<file path="config.mk">
export PLATFORM = sky130hd
export DESIGN_NAME = cache_ctrl_dm_param
export DESIGN_NICKNAME = d
export VERILOG_FILES = /design/src/rtl/cache_pkg.sv /design/src/rtl/cache_tag_valid_array.sv /design/src/rtl/cache_ctrl_dm_param.sv
export SDC_FILE = /design/constraint.sdc
export NUM_CORES = 1
export LEC_CHECK = 0
export BUFFER_PORTS_ARGS = -buffer_cell sky130_fd_sc_hd__buf_2
export CAP_MARGIN = 20
export CORE_ASPECT_RATIO = 1.25
export CORE_MARGIN = 3
export CORE_UTILIZATION = 45
export CTS_BUF_LIST = sky130_fd_sc_hd__clkbuf_2
export DETAILED_ROUTE_END_ITERATION = 6
export PLACE_DENSITY = 0.67
export SYNTH_ARGS = -nofsm -noshare
export SYNTH_HDL_FRONTEND = slang
export SYNTH_SLANG_ARGS = --single-unit
</file>
<file path="constraint.sdc">
create_clock -name clk -period 4.35 [get_ports clk]
set_clock_uncertainty 0.1 [all_clocks]
set_input_delay 0 -clock clk [delete_from_list [all_inputs] [get_ports clk]]
set_output_delay 0 -clock clk [all_outputs]
set_load 0.02 [all_outputs]
</file>
<file path="src/rtl/cache_pkg.sv">
// Shared types and field-width helpers for the direct-mapped cache controller.
package cache_pkg;

  typedef enum logic [1:0] {
    IDLE  = 2'b00,
    READ  = 2'b01,
    WRITE = 2'b10,
    FLUSH = 2'b11
  } state_e;

  // Word-in-line index width.
  function automatic int unsigned calc_wi(input int unsigned words);
    return $clog2(words);
  endfunction

  // Line index width.
  function automatic int unsigned calc_li(input int unsigned lines);
    return $clog2(lines);
  endfunction

  // Bit position of the tag field's LSB within a byte address.
  function automatic int unsigned calc_tag_lsb(input int unsigned words, input int unsigned lines);
    return 2 + $clog2(words) + $clog2(lines);
  endfunction

endpackage

</file>
<file path="src/rtl/cache_tag_valid_array.sv">
// Per-line {valid, tag} storage with a single write port and combinational hit lookup.
module cache_tag_valid_array
  import cache_pkg::*;
#(
  parameter int unsigned LINES = 32,
  parameter int unsigned TAG_W = 3
) (
  input  logic                       clk,
  input  logic                       rst,
  input  logic                       wr_en,
  input  logic                       wr_valid,
  input  logic [$clog2(LINES)-1:0]   wr_line,
  input  logic [TAG_W-1:0]           wr_tag,
  input  logic [$clog2(LINES)-1:0]   rd_line,
  input  logic [TAG_W-1:0]           rd_tag,
  output logic                       hit_c
);

  logic [LINES-1:0]             valid_q, valid_d;
  logic [LINES-1:0][TAG_W-1:0]  tag_q, tag_d;

  // Tag is only rewritten when a line becomes valid; invalidation leaves it stale.
  always_comb begin
    valid_d = valid_q;
    tag_d   = tag_q;
    if (wr_en) begin
      valid_d[wr_line] = wr_valid;
      if (wr_valid) begin
        tag_d[wr_line] = wr_tag;
      end
    end
  end

  always_ff @(posedge clk) begin
    if (rst) begin
      valid_q <= '0;
    end else begin
      valid_q <= valid_d;
    end
    tag_q <= tag_d;
  end

  assign hit_c = valid_q[rd_line] && (tag_q[rd_line] == rd_tag);

endmodule

</file>
<file path="src/rtl/cache_ctrl_dm_param.sv">
// Direct-mapped write-through, no-write-allocate cache controller with multi-beat refill.
// Optional hit/miss counters are enabled by defining CACHE_PERF_CNT_EN.
module cache_ctrl_dm_param
  import cache_pkg::*;
#(
  parameter int unsigned ADDR_W = 32,
  parameter int unsigned LINES  = 32,
  parameter int unsigned WORDS  = 4,
  parameter int unsigned TAG_W  = 3
) (
  input  logic                       clk,
  input  logic                       rst,
  input  logic                       MemRead,
  input  logic                       MemWrite,
  input  logic                       Flush,
  input  logic [ADDR_W-1:0]          Address,
  input  logic                       Mem_Done,
  output logic                       Mem_Stall,
  output logic                       Cache_Read_En,
  output logic                       Cache_Write_En,
  output logic                       Memory_Read_En,
  output logic                       Memory_Write_En,
  output logic [$clog2(LINES)-1:0]   Line_number,
  output logic [$clog2(WORDS)-1:0]   block_num_Addr,
  output logic [TAG_W-1:0]           Addr_Tag,
  output logic [ADDR_W-1:0]          Mem_Addr
`ifdef CACHE_PERF_CNT_EN
  ,
  output logic [31:0]                Hit_Count,
  output logic [31:0]                Miss_Count
`endif
);

  localparam int unsigned WI      = calc_wi(WORDS);
  localparam int unsigned LI      = calc_li(LINES);
  localparam int unsigned TAG_LSB = calc_tag_lsb(WORDS, LINES);

  state_e          state_q, state_d;
  logic [WI-1:0]   cnt_q, cnt_d;
  logic [LI-1:0]   fcnt_q, fcnt_d;
  logic            hit_q, hit_d;

  logic [WI-1:0]    blk;
  logic [LI-1:0]    line;
  logic [TAG_W-1:0] tag;
  logic             hit_c;
  logic             tv_wr_en;
  logic             tv_wr_valid;
  logic [LI-1:0]    tv_wr_line;

  assign blk  = Address[2 +: WI];
  assign line = Address[2+WI +: LI];
  assign tag  = Address[TAG_LSB +: TAG_W];

  assign tv_wr_line = (state_q == FLUSH) ? fcnt_q : line;

  cache_tag_valid_array #(
    .LINES (LINES),
    .TAG_W (TAG_W)
  ) u_tag_valid (
    .clk      (clk),
    .rst      (rst),
    .wr_en    (tv_wr_en),
    .wr_valid (tv_wr_valid),
    .wr_line  (tv_wr_line),
    .wr_tag   (tag),
    .rd_line  (line),
    .rd_tag   (tag),
    .hit_c    (hit_c)
  );

  // State register.
  always_ff @(posedge clk) begin
    if (rst) begin
      state_q <= IDLE;
      cnt_q   <= '0;
      fcnt_q  <= '0;
      hit_q   <= 1'b0;
    end else begin
      state_q <= state_d;
      cnt_q   <= cnt_d;
      fcnt_q  <= fcnt_d;
      hit_q   <= hit_d;
    end
  end

  // Next-state logic.
  always_comb begin
    state_d = state_q;
    cnt_d   = cnt_q;
    fcnt_d  = fcnt_q;
    hit_d   = hit_q;
    case (state_q)
      IDLE: begin
        if (Flush) begin
          state_d = FLUSH;
          fcnt_d  = '0;
        end else if (MemWrite) begin
          state_d = WRITE;
          hit_d   = hit_c;
        end else if (MemRead && !hit_c) begin
          state_d = READ;
          cnt_d   = '0;
        end
      end
      READ: begin
        if (Mem_Done) begin
          cnt_d = cnt_q + WI'(1);
          if (cnt_q == WI'(WORDS - 1)) begin
            state_d = IDLE;
          end
        end
      end
      WRITE: begin
        if (Mem_Done) begin
          state_d = IDLE;
        end
      end
      FLUSH: begin
        fcnt_d = fcnt_q + LI'(1);
        if (fcnt_q == LI'(LINES - 1)) begin
          state_d = IDLE;
        end
      end
      default: state_d = IDLE;
    endcase
  end

  // Output logic; the IDLE stall is combinational so a read hit costs no cycles.
  always_comb begin
    Mem_Stall       = 1'b0;
    Cache_Read_En   = 1'b0;
    Cache_Write_En  = 1'b0;
    Memory_Read_En  = 1'b0;
    Memory_Write_En = 1'b0;
    Line_number     = line;
    block_num_Addr  = blk;
    Addr_Tag        = tag;
    Mem_Addr        = Address;
    Mem_Addr[1:0]   = 2'b00;
    tv_wr_en        = 1'b0;
    tv_wr_valid     = 1'b0;
    if (rst) begin
      Cache_Read_En = MemRead && !MemWrite;
    end else begin
      case (state_q)
        IDLE: begin
          Cache_Read_En = MemRead && !MemWrite;
          Mem_Stall     = Flush | MemWrite | (MemRead & !hit_c);
        end
        READ: begin
          Mem_Stall      = 1'b1;
          Memory_Read_En = 1'b1;
          block_num_Addr = cnt_q;
          Mem_Addr       = {Address[ADDR_W-1:2+WI], cnt_q, 2'b00};
          Cache_Write_En = Mem_Done;
          tv_wr_en       = Mem_Done && (cnt_q == WI'(WORDS - 1));
          tv_wr_valid    = 1'b1;
        end
        WRITE: begin
          Mem_Stall       = 1'b1;
          Memory_Write_En = 1'b1;
          Cache_Write_En  = hit_q && Mem_Done;
        end
        FLUSH: begin
          Mem_Stall   = 1'b1;
          tv_wr_en    = 1'b1;
          tv_wr_valid = 1'b0;
        end
        default: ;
      endcase
    end
  end

`ifdef CACHE_PERF_CNT_EN
  logic [31:0] hit_count_q, hit_count_d;
  logic [31:0] miss_count_q, miss_count_d;

  // Saturating counters; Flush does not touch them.
  always_comb begin
    hit_count_d  = hit_count_q;
    miss_count_d = miss_count_q;
    if (state_q == IDLE) begin
      if (MemRead && !MemWrite && hit_c && (hit_count_q != '1)) begin
        hit_count_d = hit_count_q + 32'd1;
      end
      if (!Flush && !MemWrite && MemRead && !hit_c && (miss_count_q != '1)) begin
        miss_count_d = miss_count_q + 32'd1;
      end
    end
  end

  always_ff @(posedge clk) begin
    if (rst) begin
      hit_count_q  <= '0;
      miss_count_q <= '0;
    end else begin
      hit_count_q  <= hit_count_d;
      miss_count_q <= miss_count_d;
    end
  end

  assign Hit_Count  = hit_count_q;
  assign Miss_Count = miss_count_q;
`endif

endmodule

</file>
After elaboration in Yosys (flattened, before gate mapping)

Cells that the tools add are included.

Bits of input ports: 38
Logic and storage cells: 120
Output and inout bits: 47
Register bits: 138

$lt $le $gt $ge: 3
Reductions and logical operators: 17
Add/sub/neg operators: 2
Bitwise operators: 4
Equal/unequal tests: 15
Mux-type cells: 42

Operators with widths:

| cell                | count |
|---|---|
| $bwmux 96           | 1 |
| $bwmux 32           | 1 |
| $mux 2              | 13 |
| $bmux 3 s5          | 1 |
| $demux 3 s5         | 1 |
| $ne 2x2->1 const B  | 7 |
| $lt 5x6->1 const B  | 2 |
| $mux 1              | 11 |
| $mux 5              | 2 |
| $pmux 5 s2          | 1 |
| $reduce_and 5->1    | 2 |
| $mux 4              | 2 |
| $pmux 2 s4          | 1 |
| $eq 2x2->1 const B  | 3 |
| $logic_and 1x1->1   | 6 |
| $mux 3              | 2 |
| $pmux 1 s2          | 3 |
| $add 5x1->5 const B | 1 |
| $bmux 1 s5          | 1 |
| $demux 1 s5         | 1 |
| $eq 5x5->1 const B  | 1 |
| $ge 5x1->1 const B  | 1 |
| $ne 4x4->1 const B  | 1 |
| $pmux 2 s2          | 1 |
| 13 further kinds    | 17 |

Logic depth before layout (Yosys ltp)

Depth after elaboration: 10
Depth in mapped cells: 11
Depth with buffers taken out: 9

Hierarchy

From an unflattened synthesis, not the netlist that was laid out.

Cells, all modules: 539
Area, all modules: 6,507.5 um2

By module, submodules not included:

| module                | times used | area each (um2) | cells each | sequential area each (um2) |
|---|---|---|---|---|
| cache_tag_valid_array | 1          | 5,464.0         | 411        | 3,523.4 |
| cache_ctrl_dm_param   | 1          | 1,043.5         | 128        | 200.2 |

Worst setup path after synthesis

OpenSTA, ideal clock, no wires.

Path type: reg-to-reg
From: reg state_q[1]
To: reg u_tag_valid.tag_q[10] (netlist bit) (enable)
Arrival time: 2.044 ns
Period minus slack after synthesis: 2.471 ns
Setup slack: 1.879 ns
Cell stages (with the launch flop): 8
Buffers on the path: 2
Cells stage by stage: dfxtp_1 -> ha_1 -> buf_1 -> clkbuf_1 -> nand3_1 -> a21oi_1 -> nand2_1 -> nor2_1

Cells in the longest elaborated chain, start to end: 4
Elaborated cells on any way between the ends: 7

Ends and longest elaborated chain:

| element                                  | RTL line                    | text |
|---|---|---|
| start, declared                          | cache_ctrl_dm_param.sv:38   | `state_e state_q, state_d;` |
| start signal, assigned                   | cache_ctrl_dm_param.sv:80   | `state_q <= state_d;` |
| $eq 2x2->1 or $eq 2x1->1 (tied branches) | cache_ctrl_dm_param.sv:146  | `case (state_q)` |
| $pmux 1 s2 or $mux 1 (tied branches)     | cache_ctrl_dm_param.sv:146  |  |
| $mux 1                                   | cache_ctrl_dm_param.sv:143  | `if (rst) begin` |
| $reduce_and 2->1 (no line) *             | n/a                         |  |
| end signal, assigned                     | cache_tag_valid_array.sv:40 | `tag_q <= tag_d;` |
| end, declared                            | cache_tag_valid_array.sv:20 | `logic [LINES-1:0][TAG_W-1:0] tag_q, tag_d;` |

Mark *: on every way between the ends. The rest lies on a longest branch, timed or not.
A chain may end at the register's enable or synchronous reset.

Final worst setup path

From: reg u_tag_valid.tag_q[92] (netlist bit)
To: reg state_q[0]

Cells in the longest elaborated chain, start to end: 8

Ends and longest elaborated chain:

| element                      | RTL line                    | text |
|---|---|---|
| $bmux 3 s5                   | cache_tag_valid_array.sv:43 | `assign hit_c = valid_q[rd_line] && (tag_q[rd_line] == rd_tag);` |
| $mux 3 (not written as such) | cache_tag_valid_array.sv:43 |  |
| $eq 3x3->1                   | cache_tag_valid_array.sv:43 |  |
| $logic_and 1x1->1            | cache_tag_valid_array.sv:43 |  |
| $logic_not 1->1              | cache_ctrl_dm_param.sv:101  | `end else if (MemRead && !hit_c) begin` |
| $logic_and 1x1->1            | cache_ctrl_dm_param.sv:101  |  |
| $ne 4x4->1 (no line)         | n/a                         |  |
| $reduce_and 5->1 (no line)   | n/a                         |  |

Every way passes these cells. The select of a mux whose other input is x is not followed.

==> reports/qor.yml <==
status:
  status: "finished clean"
route:
  vias_per_cell: 5.63
  route.detailed.drc: 0
  drt-total-wl_mm: 15.0
  dr.pass1.iters: 5
  drt_iter0_markers: 344
  wl_per_cell_microns: 18.8
  vias: 4488
  final_antenna_net_count: 0
timing:
  final.setup.worst_slack_ns: 0.491
  tightest_slew_ns: 0.914
  slew_headroom_pct: 39.1
  finalSetupViolations: 0
  finalHoldViolCount: 0
  holdWs_ns: 0.155
  rsz0062_at_grt: "false"
  fin_setup_tns_ns: 0
  fmax_mhz: 259
  fin_crit_ns: 3.86
  slew_viol_final: 0
  fin_crit_sh_pct: 88.7
power_and_ir_drop:
  power_density_nw_per_um2: 369
  irDropWorstVdd_mv: 0.207
  leakagePower_nw: 2.58
clock_network:
  cts_buffers: 17
  postCtsResizedCells: 0
  cts_tree: "yes"
  cts.sinks: 138
  cts_root_buffer: "clkbuf_2"
  clkLatencyLatePin_ns: 0.66
  clk_path_buf_depth: 2
  path_clk_slew_ns: 0.19
  htree_levels: 4
logic_synthesis:
  async_reset_ff_share_pct: 0
  yosysWarnings: 0
  netlist-cell-type-count: 44
  synth_seq_cells: 138
  synth_commonest_cells: "96 x edfxtp_1, 87 x nor2_1, 67 x nand2_1, 47 x mux2i_1, 42 x dfxtp_1"
  synth.most_common_cell: "edfxtp_1"
  syn_inst: 577
  synth_top_area_cell: "edfxtp_1"
  synth_area_sq_um: 6560
  avgSynthCellArea_sq_um: 11.4
  synth_top_area_share_pct: 44.0
  synth_edf_count: 96
  synthFlopType: "edfxtp_1"
  ys_seq_area_share_pct: 56.8
  synthTopCellsByArea: "edfxtp_1 44%, dfxtp_1 13%, mux2i_1 7.2%"
setup_path:
  max_stage_delay_ns: 0.59
  critPathKind: "reg -> reg"
  crit_top_cell: "dlygate4sd3_1"
  cp.arrival_ns: 4.37
  path_cells: "mux4_2, o22ai_1, nor2_1, nor4_4, xnor2_1, o41ai_2, a31oi_1, dlygate4sd3_1, o32ai_2, dlygate4sd3_1"
  crit_path_end_kind: "register"
  startpoint_type: "register"
  cp_max_fo: 3
  critPathSlowestCell: "dlygate4sd3_1"
  worstPathRequired_ns: 4.87
place:
  port_buffers: 40
  post-place-ws_ns: 1.12
  dpl.hpwl_mm: 10.1
  place.gp.congestion: 0.850
global_routing:
  grt_pass1_vias: 4367
  grt_pass1_wl_mm: 23.4
  grt_max_degree: 50
  grt-ovfl-total: 0
  antenna_found_initial: 0
  grt_use_total_pct: 19.2
min_path:
  worstHoldPathType: "in -> reg"
final_layout:
  multi_input_area_sq_um: 2380
  layout.nets: 655
  postLayoutCoreUtil_pct: 51.1
  drive_gt1_share_pct: 15.6
  seq_area_sq_um: 3720
  area_growth_pct: 9.42
  nFillCells: 1303
  diodes: 0
die:
  fp.dieW_microns: 114
  row_count: 48
  initial_core_util_pct: 46.7
  core_sq_um: 14100
  die_h_microns: 141
  die-area_sq_um: 16100
  ios: 85
job:
  maxCapViolCount: 0
-- through the flow --
| stage | cells | area (sq um) | power [W] |
|---|---|---|---|
| 6_report | 797 | 7180 | 0.00265 |
| 5_1_grt | 797 | 7180 | 0.00278 |
| 4_1_cts | 797 | 7180 | 0.00266 |
| 3_5_place_dp | 733 | 6620 | 0.00187 |
| 3_3_place_gp | 733 | 6620 | 0.00186 |
| 2_1_floorplan | 578 | 6560 | 0.00178 |
-- repair_timing --
item,4_1_cts,5_1_grt
buffers inserted,0,0
endpoints found under the hold margin,158,0
hold buffers,33,0
-- critical path, delay by kind of cell, from the launching register on --
kind	cells	cell delay, ns
buffers and inverters	2	1.16
AO/OA/AOI/OAI	4	1.10
multiplexers	1	0.47
flip-flops	1	0.40
AND/OR/NAND/NOR	2	0.40
XOR/XNOR	1	0.17
-- where the power goes --
part           internal [W]  switching [W]
registers           0.00141      0.0000117
logic              0.000167       0.000312
clock network      0.000319       0.000427
total               0.00190       0.000751
-- final cells by class --
class,instances,share of cell area (%)
clock buffers,21,1.46
clock inverters,10,1.76
inverters,9,0.471
multi-input cells,365,33.2
flip-flops and latches,138,51.9
well taps,175,3.05
repair buffers,79,8.19
-- cell families after synthesis --
group,count (synthesis),synth area share (%)
muxes,66,12.9
and+or+nand+nor,213,14.4
adders and majority gates,7,1.34
xor gates and xnor gates,3,0.401
other,1,0.0572
buffers and inverters,75,6.98
AOI/OAI and AO/OA,74,7.15
DFF,138,56.8
-- flip-flops by register name, indices dropped and copies added, names as in the netlist --
signal               count
fcnt_q                   5
state_q                  2
u_tag_valid.tag_q       96
hit_q                    1
cnt_q                    2
u_tag_valid.valid_q     32
-- per-layer routing --
| metal | vias to the layer above | wire (microns) | track usage [%] |
|---|---|---|---|
| met2 | 176 | 7880 | 33.6 |
| met1 | 2172 | 6050 | 23.4 |
| met5 | - | 0 | 0 |
| met4 | 0 | 297 | 6.82 |
| met3 | 27 | 789 | 3.78 |
| li1 | 2113 | - | - |
-- worst paths after layout --
kind | start | to | slack [ns] | cells after the start
worst max-delay path | u_tag_valid.tag_q[92] | state_q[0] | 0.49 | 10
worst min-delay path | Address[8] | u_tag_valid.valid_q[19] | 0.16 | 5
worst max register to register | u_tag_valid.tag_q[92] | state_q[0] | 0.49 | 10
worst min register to register | u_tag_valid.valid_q[19] | u_tag_valid.valid_q[19] | 0.38 | 2
-- cell usage in the layout, fill, tap and decap left out, types with 5 or more instances in the layout --
| cell type | Yosys | layout |
|---|---|---|
| edfxtp_1 | 96 | 96 |
| nor3_1 | 5 | 5 |
| inv_1 | 8 | 8 |
| nand2b_1 | 11 | 11 |
| mux4_2 | 14 | 14 |
| nand2_1 | 67 | 67 |
| nand3_1 | 18 | 18 |
| dlygate4sd3_1 | 0 | 33 |
| a21oi_1 | 34 | 34 |
| mux2i_1 | 47 | 47 |
| clkbuf_2 | 0 | 21 |
| nor2_1 | 87 | 87 |
| dfxtp_1 | 42 | 42 |
| ha_1 | 7 | 7 |
| a31oi_1 | 7 | 7 |
| buf_4 | 40 | 5 |
| o21ai_0 | 6 | 6 |
| nor2b_1 | 9 | 9 |
| a22oi_1 | 10 | 10 |
| buf_2 | 9 | 40 |
| a32oi_1 | 5 | 5 |
No activity file was read; power rests on OpenSTA's default activity.
